$ cat config.mk
export PLATFORM = sky130hd
export DESIGN_NAME = fpmul_arbiter
export DESIGN_NICKNAME = d
export VERILOG_FILES = /design/src/rtl/fpmul_arbiter.sv
export SDC_FILE = /design/constraint.sdc
export NUM_CORES = 1
export LEC_CHECK = 0
export CORE_AREA = 10 10 96 98
export CTS_CLUSTER_DIAMETER = 30
export CTS_CLUSTER_SIZE = 25
export DETAILED_ROUTE_END_ITERATION = 8
export DIE_AREA = 0 0 106 108
export DONT_BUFFER_PORTS = 1
export PLACE_DENSITY = 0.57
export SLEW_MARGIN = 20
export SYNTH_ARGS = -nofsm -noshare
export SYNTH_HDL_FRONTEND = slang
export SYNTH_SLANG_ARGS = --single-unit
$ cat constraint.sdc
create_clock -name i_clk -period 2.3 [get_ports i_clk]
set_input_delay 0.46 -clock i_clk [delete_from_list [all_inputs] [get_ports i_clk]]
set_output_delay 0.46 -clock i_clk [all_outputs]
set_load 0.01 [all_outputs]
$ cat src/rtl/fpmul_arbiter.sv
// fpmul_arbiter: two-requester round-robin front end for one shared, pipelined FP multiplier.
// Latency: grant is combinational in cycle t, operands registered for t+1, result tag at t+1+MUL_LAT.
// Backpressure: READY drops under HOLD, reset or losing contention; results have no backpressure.
module fpmul_arbiter #(
  parameter int MUL_LAT = 3  // multiplier latency in cycles, 1..14
) (
  input  logic        i_clk,
  input  logic        i_rst,
  input  logic        i_hold,
  input  logic        i_r0_valid,
  input  logic        i_r1_valid,
  input  logic [31:0] i_r0_a,
  input  logic [31:0] i_r0_b,
  input  logic [31:0] i_r1_a,
  input  logic [31:0] i_r1_b,
  output logic        o_r0_ready,
  output logic        o_r1_ready,
  output logic [31:0] o_mul_a,
  output logic [31:0] o_mul_b,
  input  logic [31:0] i_mul_z,
  output logic        o_res_valid,
  output logic        o_res_id,
  output logic [31:0] o_res_z,
  output logic [3:0]  o_inflight,
  output logic        o_idle
);

  // One tag stage per multiplier cycle plus the operand register stage.
  localparam int DEPTH = MUL_LAT + 1;

  logic             r_last;       // requester granted most recently
  logic [31:0]      r_mul_a;
  logic [31:0]      r_mul_b;
  logic [DEPTH-1:0] r_tag_vld;    // bit 0 is the youngest stage
  logic [DEPTH-1:0] r_tag_id;
  logic [3:0]       r_inflight;
  logic             r_idle;

  logic             w_gnt0;
  logic             w_gnt1;
  logic             w_xfer;
  logic [3:0]       w_inflight_nxt;

  // Arbitration: a lone requester always wins; on contention the one not granted last wins.
  always_comb begin
    w_gnt0 = 1'b0;
    w_gnt1 = 1'b0;
    if (!i_rst && !i_hold) begin
      if (i_r0_valid && i_r1_valid) begin
        w_gnt0 = r_last;
        w_gnt1 = !r_last;
      end else begin
        w_gnt0 = i_r0_valid;
        w_gnt1 = i_r1_valid;
      end
    end
  end

  assign w_xfer     = w_gnt0 | w_gnt1;
  assign o_r0_ready = w_gnt0;
  assign o_r1_ready = w_gnt1;

  // Priority pointer follows the last transfer; reset makes requester 0 win first contention.
  always_ff @(posedge i_clk) begin
    if (i_rst) begin
      r_last <= 1'b1;
    end else if (w_xfer) begin
      r_last <= w_gnt1;
    end
  end

  // Operand register: winner's operands on a transfer, zeros otherwise.
  always_ff @(posedge i_clk) begin
    if (i_rst) begin
      r_mul_a <= 32'h0;
      r_mul_b <= 32'h0;
    end else if (w_gnt0) begin
      r_mul_a <= i_r0_a;
      r_mul_b <= i_r0_b;
    end else if (w_gnt1) begin
      r_mul_a <= i_r1_a;
      r_mul_b <= i_r1_b;
    end else begin
      r_mul_a <= 32'h0;
      r_mul_b <= 32'h0;
    end
  end

  // Tag pipeline shadows the multiplier; the id bit is forced to 0 for empty slots.
  always_ff @(posedge i_clk) begin
    if (i_rst) begin
      r_tag_vld <= '0;
      r_tag_id  <= '0;
    end else begin
      r_tag_vld <= {r_tag_vld[DEPTH-2:0], w_xfer};
      r_tag_id  <= {r_tag_id[DEPTH-2:0], w_gnt1};
    end
  end

  // In-flight count: +1 per grant, -1 per delivered result, unchanged when both coincide.
  always_comb begin
    w_inflight_nxt = r_inflight;
    case ({w_xfer, r_tag_vld[DEPTH-1]})
      2'b10:   w_inflight_nxt = r_inflight + 4'd1;
      2'b01:   w_inflight_nxt = r_inflight - 4'd1;
      default: w_inflight_nxt = r_inflight;
    endcase
  end

  // Registered count and idle flag, both derived from the same next value so they never disagree.
  always_ff @(posedge i_clk) begin
    if (i_rst) begin
      r_inflight <= 4'd0;
      r_idle     <= 1'b1;
    end else begin
      r_inflight <= w_inflight_nxt;
      r_idle     <= (w_inflight_nxt == 4'd0);
    end
  end

  assign o_mul_a     = r_mul_a;
  assign o_mul_b     = r_mul_b;
  assign o_res_valid = r_tag_vld[DEPTH-1];
  assign o_res_id    = r_tag_id[DEPTH-1];
  assign o_res_z     = i_mul_z;
  assign o_inflight  = r_inflight;
  assign o_idle      = r_idle;

  // Grants are mutually exclusive and the count never exceeds the pipeline depth.
  a_one_grant: assert property (@(posedge i_clk) !(o_r0_ready && o_r1_ready));
  a_inflight_max: assert property (@(posedge i_clk) disable iff (i_rst) o_inflight <= 4'(DEPTH));

endmodule
==> metrics.csv, run 1 <==
metric,value,unit
status,completed,
cts_buffer_depth,2,
path_clk_slew,80,ps
h-tree-depth,3,
drc,0,
tns,0,ps
multiInputGateArea,878.3,um2
synth_nets,405,
synthArstFlopShare,0,%
dieArea,11450,um2
powerDensity,933.9,nW/um2
slowest_stage,ha_1,
totalWireLength,8.474,mm
vias,1741,
synth_edf_count,0,
register_area,1562,um2
final_net_count,372,
grt_first_pass_wirelength,11.33,mm
syn_to_final_growth,-0.6201,%
cts_setup_buffers,0,
fin_area,2808,um2
nFillCells,725,
start_util,37.94,%
ctsHoldBuffers,0,
cp_data_arrival_time,2170,ps
drt_first_pass_iters,4,
first_global_vias,1736,
hpwl,6.899,mm
max_freq,0.5302,GHz
ys_types,27,
coreArea,7447,um2
crit_required,2590,ps
via_per_inst,5.598,
place_inst,295,
slew_headroom,70.35,%
finalHoldViolations,0,
placed_cell_area,2601,um2
crit_chain,"nor2_2, o21a_1, inv_1, ha_1, xor2_1, ha_1, a21oi_1, mux2i_1, xor2_1, a41o_1",
worstSetupPathType,input port to register,
cts.sinks,78,
grtUsageTotal,13.11,%
cts.repair.resized,0,
drtAntennaViolNets,0,
fp-row-count,32,
post-route-period-util,82.00,%
setup_violations,0,
drv_cap,0,
grt-ovfl-total,0,
rsz0062_at_grt,no,
worstSetupEndpointType,register,
timing.critical_path.buf_inv,1,
ys_warn_count,0,
first_iter_violations,133,
layout-drive-gt1-share,11.00,%
postSynthCellCount,237,
yosysSeqAreaShare,55.27,%
ys_ff_latch,78,
final_core_util,37.70,%
cts_tree,built,
io_pins,270,
synth_top_cell_area_share,55.27,%
routedWlPerCell,27.25,um
ir_drop,0.3295,mV
yosys.area.top_type,dfxtp_1,
syn_area_per_cell,11.92,um2
cts_buffers,9,
antenna_found_initial,0,
cts-root-buf,clkbuf_8,
ys.flop_type,dfxtp_1,
instances_no_fill,311,
worstSetupStartpointType,input port,
numPortBuffers,0,
die-height,108,um
gp_congestion,0.7443,
clk_latency,340,ps
grt_max_degree,45,
netlist_area,2825,um2
drv_slew,0,
fin_crit,1886,ps
cp_top_family,compound AO/OA/AOI/OAI gates,
cpPeakStageDelay,240,ps
synth.top_cells.by_count,"dfxtp_1, a22o_1, buf_4",
die_w,106,um
p_leak,0.001125,uW
n_antenna_cell,0,
synth.most_common_cell,dfxtp_1,
cp_max_fo,6,
worst_clock_skew,5.568,ps
hp-class,input port to register,
tightest_slew,444.7,ps
synth_area_leaders,"dfxtp_1, a22o_1, buf_4",
-- per-layer routing --
metal	up-vias	GRT usage, %	part of all wire [%]
met5	-	0	0
met4	0	7.544	3.5
met3	33	8.983	15
met2	149	21.33	49
met1	803	12.10	33
li1	756	-	-
-- final timing paths --
path                     start            end  slack (ps)  cells after the start
setup / recovery        i_hold         o_idle         410                     10
hold / removal           i_rst  o_inflight[3]         180                      1
setup reg to reg  r_tag_vld[3]         o_idle         450                      7
hold reg to reg    r_tag_id[0]    r_tag_id[1]         440                      1
-- cell usage in the layout, fill, tap and decap left out, types with 2 or more instances in the layout --
cell	netlist	layout
dfxtp_1	78	78
a22o_1	64	64
nor2b_1	9	9
clkbuf_8	0	9
nor2_1	7	7
buf_4	33	4
nand2b_1	3	3
xor2_1	3	3
a21oi_1	3	3
ha_1	3	3
nand2_1	2	2
mux2i_1	2	2
o21ai_0	2	2
nand3_1	2	2
clkinv_4	0	2
clkinvlp_4	0	2
-- flip-flops by register name (all words and copies together), names as in the netlist --
register and flops:
o_mul_b 32, o_idle 1, r_last 1, o_inflight 4, r_tag_vld 4, o_mul_a 32
r_tag_id 4
-- layout make-up --
cell class              count  share of cell area, %
clock buffers               9                  4.412
clock inverters             7                  2.941
inverters                   1                 0.1337
multi-input cells         110                  31.28
flip-flops and latches     78                  55.62
well taps                 102                  4.545
repair buffers              4                  1.070
-- through the flow --
stage | worst slack (ps) | hold slack [ps] | total power [uW]
2_1_floorplan | 227.7 | 413.8 | 1653
3_3_place_gp | 135.1 | 418.0 | 1617
3_5_place_dp | 61.87 | 421.7 | 1619
4_1_cts | 426.4 | 148.7 | 2675
5_1_grt | 255.3 | 145.0 | 2739
6_report | 414.0 | 179.1 | 2622
-- kinds of logic after synthesis --
kind of cell               share of synthesized area, %
muxes                                            0.7086
adders and majority gates                         1.329
xor gates and xnor gates                         0.9302
and+or+nand+nor                                   5.227
buffers and inverters                             13.95
DFF                                               55.27
AOI/OAI and AO/OA                                 22.59
-- report_power, final --
group	internal (uW)	total (uW)	switching [uW]	leakage, uW
clock network	516	1040	523	0.0000980
registers	1410	1470	63.6	0.000637
logic	56.3	109	52.8	0.000390
No activity file was read; power rests on OpenSTA's default activity.
==> run 2: changes to the inputs <==
- PLACE_DENSITY: 0.57 -> 0.59
- clock period: 2.3 -> 1.7 ns (I/O delays scaled with it)
==> run 2 against run 1 <==
Net effect: core utilization up 2.7 points; setup slack got worse by 380 ps; sequential share of layout area shrank 3.6 points; critical path depth fell by 3; die area unchanged; clock power increased by 60%; final cell count increased by 2.3%; sequential power rose by 35%; non-clock buffer count is 7 higher; critical endpoint unchanged.
==> metrics.csv, run 2 (same netlist as run 1, synthesis figures left out) <==
metric,value,unit,change
ir_drop,0.5618,mV,+70%
drt_first_pass_iters,4,,unchanged
drv_slew,0,,unchanged
drv_cap,0,,unchanged
antenna_found_initial,0,,unchanged
rsz0062_at_grt,yes,,
vias,1751,,+0.57%
r2r_setup_slack,30,ps,-420 ps
final_cell_mix,"dfxtp_1, a22o_1, nor2b_1, clkbuf_8, nor2_1",,
grt_first_pass_wirelength,12.70,mm,+12%
hpwl,7.206,mm,+4.4%
syn_to_final_growth,6.510,%,
die_w,106,um,unchanged
cts-root-buf,clkbuf_8,,
hp-class,input port to register,,
die-height,108,um,unchanged
final_net_count,379,,+1.9%
finalHoldViolations,0,,unchanged
cts_setup_buffers,0,,unchanged
numPortBuffers,0,,unchanged
cts_buffers,9,,unchanged
totalWireLength,9.288,mm,+9.6%
timing.hold.ws,52.01,ps,-127.1 ps
clk_latency,340,ps,about the same
powerDensity,1277,nW/um2,+37%
via_per_inst,5.506,,-1.6%
gp_congestion,0.7216,,-3.0%
grt_max_degree,37,,-18%
first_global_vias,1918,,+10%
layout-drive-gt1-share,16.67,%,+5.7 points
worstSetupPathType,register to register,,
cts_tree,built,,
n_antenna_cell,0,,unchanged
drtAntennaViolNets,0,,unchanged
h-tree-depth,3,,unchanged
crit_required,1930,ps,-660 ps
p_leak,0.001211,uW,+7.6%
io_pins,270,,unchanged
dieArea,11450,um2,unchanged
first_iter_violations,62,,-53%
drc,0,,unchanged
status,completed,,
cts_buffer_depth,2,,unchanged
placed_cell_area,2700,um2,+3.8%
worstSetupStartpointType,register,,
grtUsageTotal,14.54,%,+1.4 points
max_freq,0.5997,GHz,
slew_headroom,81.63,%,+11 points
path_clk_slew,90,ps,about the same
cp_data_arrival_time,1890,ps,-280 ps
start_util,37.94,%,unchanged
cts.sinks,78,,unchanged
cp_max_fo,3,,-3
nFillCells,715,,-1.4%
routedWlPerCell,29.21,um,+7.2%
fin_crit,1667,ps,
layout_commonest_cell,dfxtp_1,,
fin_area,3009,um2,+7.2%
coreArea,7447,um2,unchanged
tightest_slew,274.9,ps,-169.8 ps
post-route-period-util,98.08,%,
setup_violations,0,,unchanged
grt-ovfl-total,0,,unchanged
worstSetupEndpointType,register,,
fp-row-count,32,,unchanged
worst_clock_skew,11.97,ps,+6.406 ps
[run 2: changes by cell type in the layout (fill, tap and decap cells not counted), sizes merged]
| cell | delta |
|---|---|
| buf | +5 |
| bufinv | +2 |
| clkinvlp | -2 |
| bufbuf | +1 |
| clkbuf | +1 |
| clkinv | +1 |
| inv | -1 |
[run 2: layout make-up]
class                      count  area [um2]  share of cell area, %
inverter                       1       3.754                 0.1247
tap                          102       127.6                  4.241
sequential                    78        1564                  51.97
timing repair buffer          11       162.7                  5.405
clock inverter                 7       121.4                  4.033
clock buffer                   9       123.9                  4.116
multi-input combinational    110       905.9                  30.10
[run 2: path summary, 6_finish.rpt]
kind,start,to,cells after the start
worst max-delay path,r_tag_vld[3],o_idle,7
worst min-delay path,i_rst,r_tag_vld[3],1
worst max register to register,r_tag_vld[3],o_idle,7
worst min register to register,r_tag_vld[2],r_tag_vld[3],1
[run 2: metrics by stage]
step / TNS [ps] / std cells / worst slack [ps] / utilization [%] / power [uW]
2_1_floorplan: -247.9 / 237 / -159.8 / - / 2239
5_1_grt: -58.81 / 318 / -58.81 / 40.41 / 4013
4_1_cts: 0 / 317 / 7.533 / 40.02 / 3902
3_3_place_gp: -320.6 / 300 / -201.1 / 36.26 / 2206
3_5_place_dp: -450.6 / 300 / -272.4 / 36.26 / 2208
6_report: 0 / 318 / 32.57 / 40.41 / 3844
[run 2: critical path, stage by stage, from the launching register on]
cell and delay [ps]:
dfxtp_2 360, ha_4 160, xor2_1 160, ha_2 170, a21oi_2 110, mux2i_1 240
xor2_1 110, a41o_1 240
[run 2: metal layers]
metal / share of wire (%) / global-route usage, % / vias to the layer above
li1: - / - / 772
met1: 32 / 13.17 / 784
met2: 50 / 24.69 / 172
met3: 15 / 10.17 / 23
met4: 2.5 / 6.480 / 0
met5: 0 / 0 / -
[run 2: power by group]
| part | leakage [uW] | total (uW) | internal [uW] | switching [uW] |
|---|---|---|---|---|
| registers | 0.000638 | 1990 | 1910 | 80.9 |
| clock network | 0.000124 | 1660 | 983 | 681 |
| logic | 0.000449 | 189 | 103 | 86.7 |
| total | 0.00121 | 3840 | 2990 | 849 |
[run 2: repair_timing]
item | CTS | global route
hold buffers | 0 | 0
pin swaps | 0 | 0
resized for setup | 2 | 1
hold endpoints to repair | 0 | 0
cloned | 1 | 1
endpoints found under the setup margin | 2 | 2
==> run 3: changes to the inputs <==
- ABC_AREA: default -> 0
- PLACE_DENSITY: 0.59 -> default
==> run 3 against run 2 <==
Net effect: sequential share of layout area increased by 0.54 points; core utilization down 0.35 points; register-to-register slack improved by 80 ps.
==> metrics.csv, run 3 (same netlist as run 1, synthesis figures left out) <==
metric,value,unit,change
status,completed,,
worstSetupStartpointType,register,,
layout-drive-gt1-share,15.42,%,-1.2 points
slowest_stage,dfxtp_2,,
setup_ws,87.78,ps,+55.21 ps
fin_area,2983,um2,-0.87%
numPortBuffers,0,,unchanged
clk_latency,340,ps,about the same
instances_no_fill,316,,-0.63%
io_pins,270,,unchanged
register_area,1567,um2,+0.16%
gp_congestion,0.7553,,+4.7%
p_leak,0.001193,uW,-1.5%
worstSetupPathType,register to primary output,,
grt_max_degree,39,,+5.4%
die_w,106,um,unchanged
tightest_slew,360.5,ps,+85.56 ps
routedWlPerCell,27.60,um,-5.5%
first_global_vias,1851,,-3.5%
tns,0,ps,unchanged
n_antenna_cell,0,,unchanged
coreArea,7447,um2,unchanged
fin_crit,1612,ps,-55.21 ps
dp_slack,-223.1,ps,+49.31 ps
worstSetupEndpointType,primary output,,
grtUsageMet2,22.48,%,-2.2 points
top_usage_layer,met2,,
via_per_inst,5.516,,+0.17%
totalWireLength,8.721,mm,-6.1%
syn_to_final_growth,5.580,%,
multiInputGateArea,905.9,um2,unchanged
drv_slew,0,,unchanged
layout_commonest_cell,dfxtp_1,,
cts_tree,built,,
h-tree-depth,3,,unchanged
grtUsageTotal,13.67,%,-0.87 points
start_util,37.94,%,unchanged
place_inst,300,,unchanged
crit_chain,"nand2b_1, and3_4, buf_12",,
ir_drop,0.4338,mV,-23%
nFillCells,736,,+2.9%
first_iter_violations,138,,+120%
cts_buffers,9,,unchanged
cp_data_arrival_time,1270,ps,-620 ps
path_clk_slew,80,ps,about the same
finalHoldViolations,0,,unchanged
cts-root-buf,clkbuf_8,,
final_cell_mix,"dfxtp_1, a22o_1, clkbuf_8",,
hp-class,input port to register,,
antenna_found_initial,0,,unchanged
worst_clock_skew,9.843,ps,-2.131 ps
grt_first_pass_wirelength,11.83,mm,-6.9%
post-route-period-util,94.84,%,-3.2 points
ctsHoldBuffers,0,,unchanged
drt_first_pass_iters,4,,unchanged
powerDensity,1276,nW/um2,about the same
use_met3,9.280,%,-0.89 points
cts_buffer_depth,2,,unchanged
crit_required,1360,ps,-570 ps
cts.sinks,78,,unchanged
hpwl,7.192,mm,-0.19%
placed_cell_area,2713,um2,+0.46%
setup_violations,0,,unchanged
drtAntennaViolNets,0,,unchanged
final_core_util,40.05,%,-0.35 points
slew_headroom,75.94,%,-5.7 points
vias,1743,,-0.46%
max_freq,0.6203,GHz,+3.4%
final_net_count,378,,-0.26%
drv_cap,0,,unchanged
gr-usage-met1,13.17,%,about the same
grt-ovfl-total,0,,unchanged
fp-row-count,32,,unchanged
drc,0,,unchanged
rsz0062_at_grt,yes,,
cp_max_fo,14,,+11
die-height,108,um,unchanged
dieArea,11450,um2,unchanged
cpPeakStageDelay,390,ps,+30 ps
-- run 3: changes by cell type in the layout (fill, tap and decap cells not counted) --
cell	previous run	this run
bufbuf_16	1	0
buf_4	6	5
dfxtp_4	0	1
clkinv_4	2	0
buf_12	3	4
dfxtp_2	2	1
clkbuf_8	9	10
clkbuf_1	0	1
inv_6	1	0
-- run 3: stage by stage --
stage / power (uW) / hold WS (ps)
after global routing: 3993 / 21.80
final: 3806 / 56.43
after global placement: 2205 / 413.5
after detailed placement: 2209 / 414.6
after floorplan: 2239 / 411.6
after CTS: 3877 / 28.25
-- run 3: final timing paths --
check               start      endpoint  slack, ps  cells past startpoint
max                r_last    o_r0_ready         90                      3
min                 i_rst   r_tag_id[1]         60                      1
max reg2reg  r_tag_vld[3]        o_idle        110                      7
min reg2reg  r_tag_vld[1]  r_tag_vld[2]        430                      1
-- run 3: per-layer routing --
metal / vias up / wire length (um)
met5: - / 0
met4: 0 / 166
li1: 767 / -
met3: 9 / 1218
met2: 157 / 4423
met1: 810 / 2912
-- run 3: layout make-up --
cell class / instances / share of cell area, %
multi-input combinational: 110 / 30.37
sequential: 78 / 52.52
inverter: 1 / 0.1258
clock buffer: 11 / 4.740
timing repair buffer: 10 / 4.782
tap: 102 / 4.279
clock inverter: 4 / 3.188
-- run 3: what timing repair did --
item	4_1_cts	5_1_grt
gates resized for setup	1	3
endpoints found under the setup margin	1	2
gates cloned	0	1
setup buffers	0	0
pin swaps	0	2
-- run 3: critical path: cells and delay by family, from the launching register on --
family,cells,cell delay [ps]
flip-flops,1,390
buffers and inverters,1,160
AND/OR/NAND/NOR,2,380
-- run 3: report_power, final --
group | total [uW] | switching, uW | internal, uW | leakage, uW
registers | 1990 | 82.7 | 1910 | 0.000638
logic | 176 | 78.2 | 97.9 | 0.000436
clock network | 1640 | 633 | 1010 | 0.000119
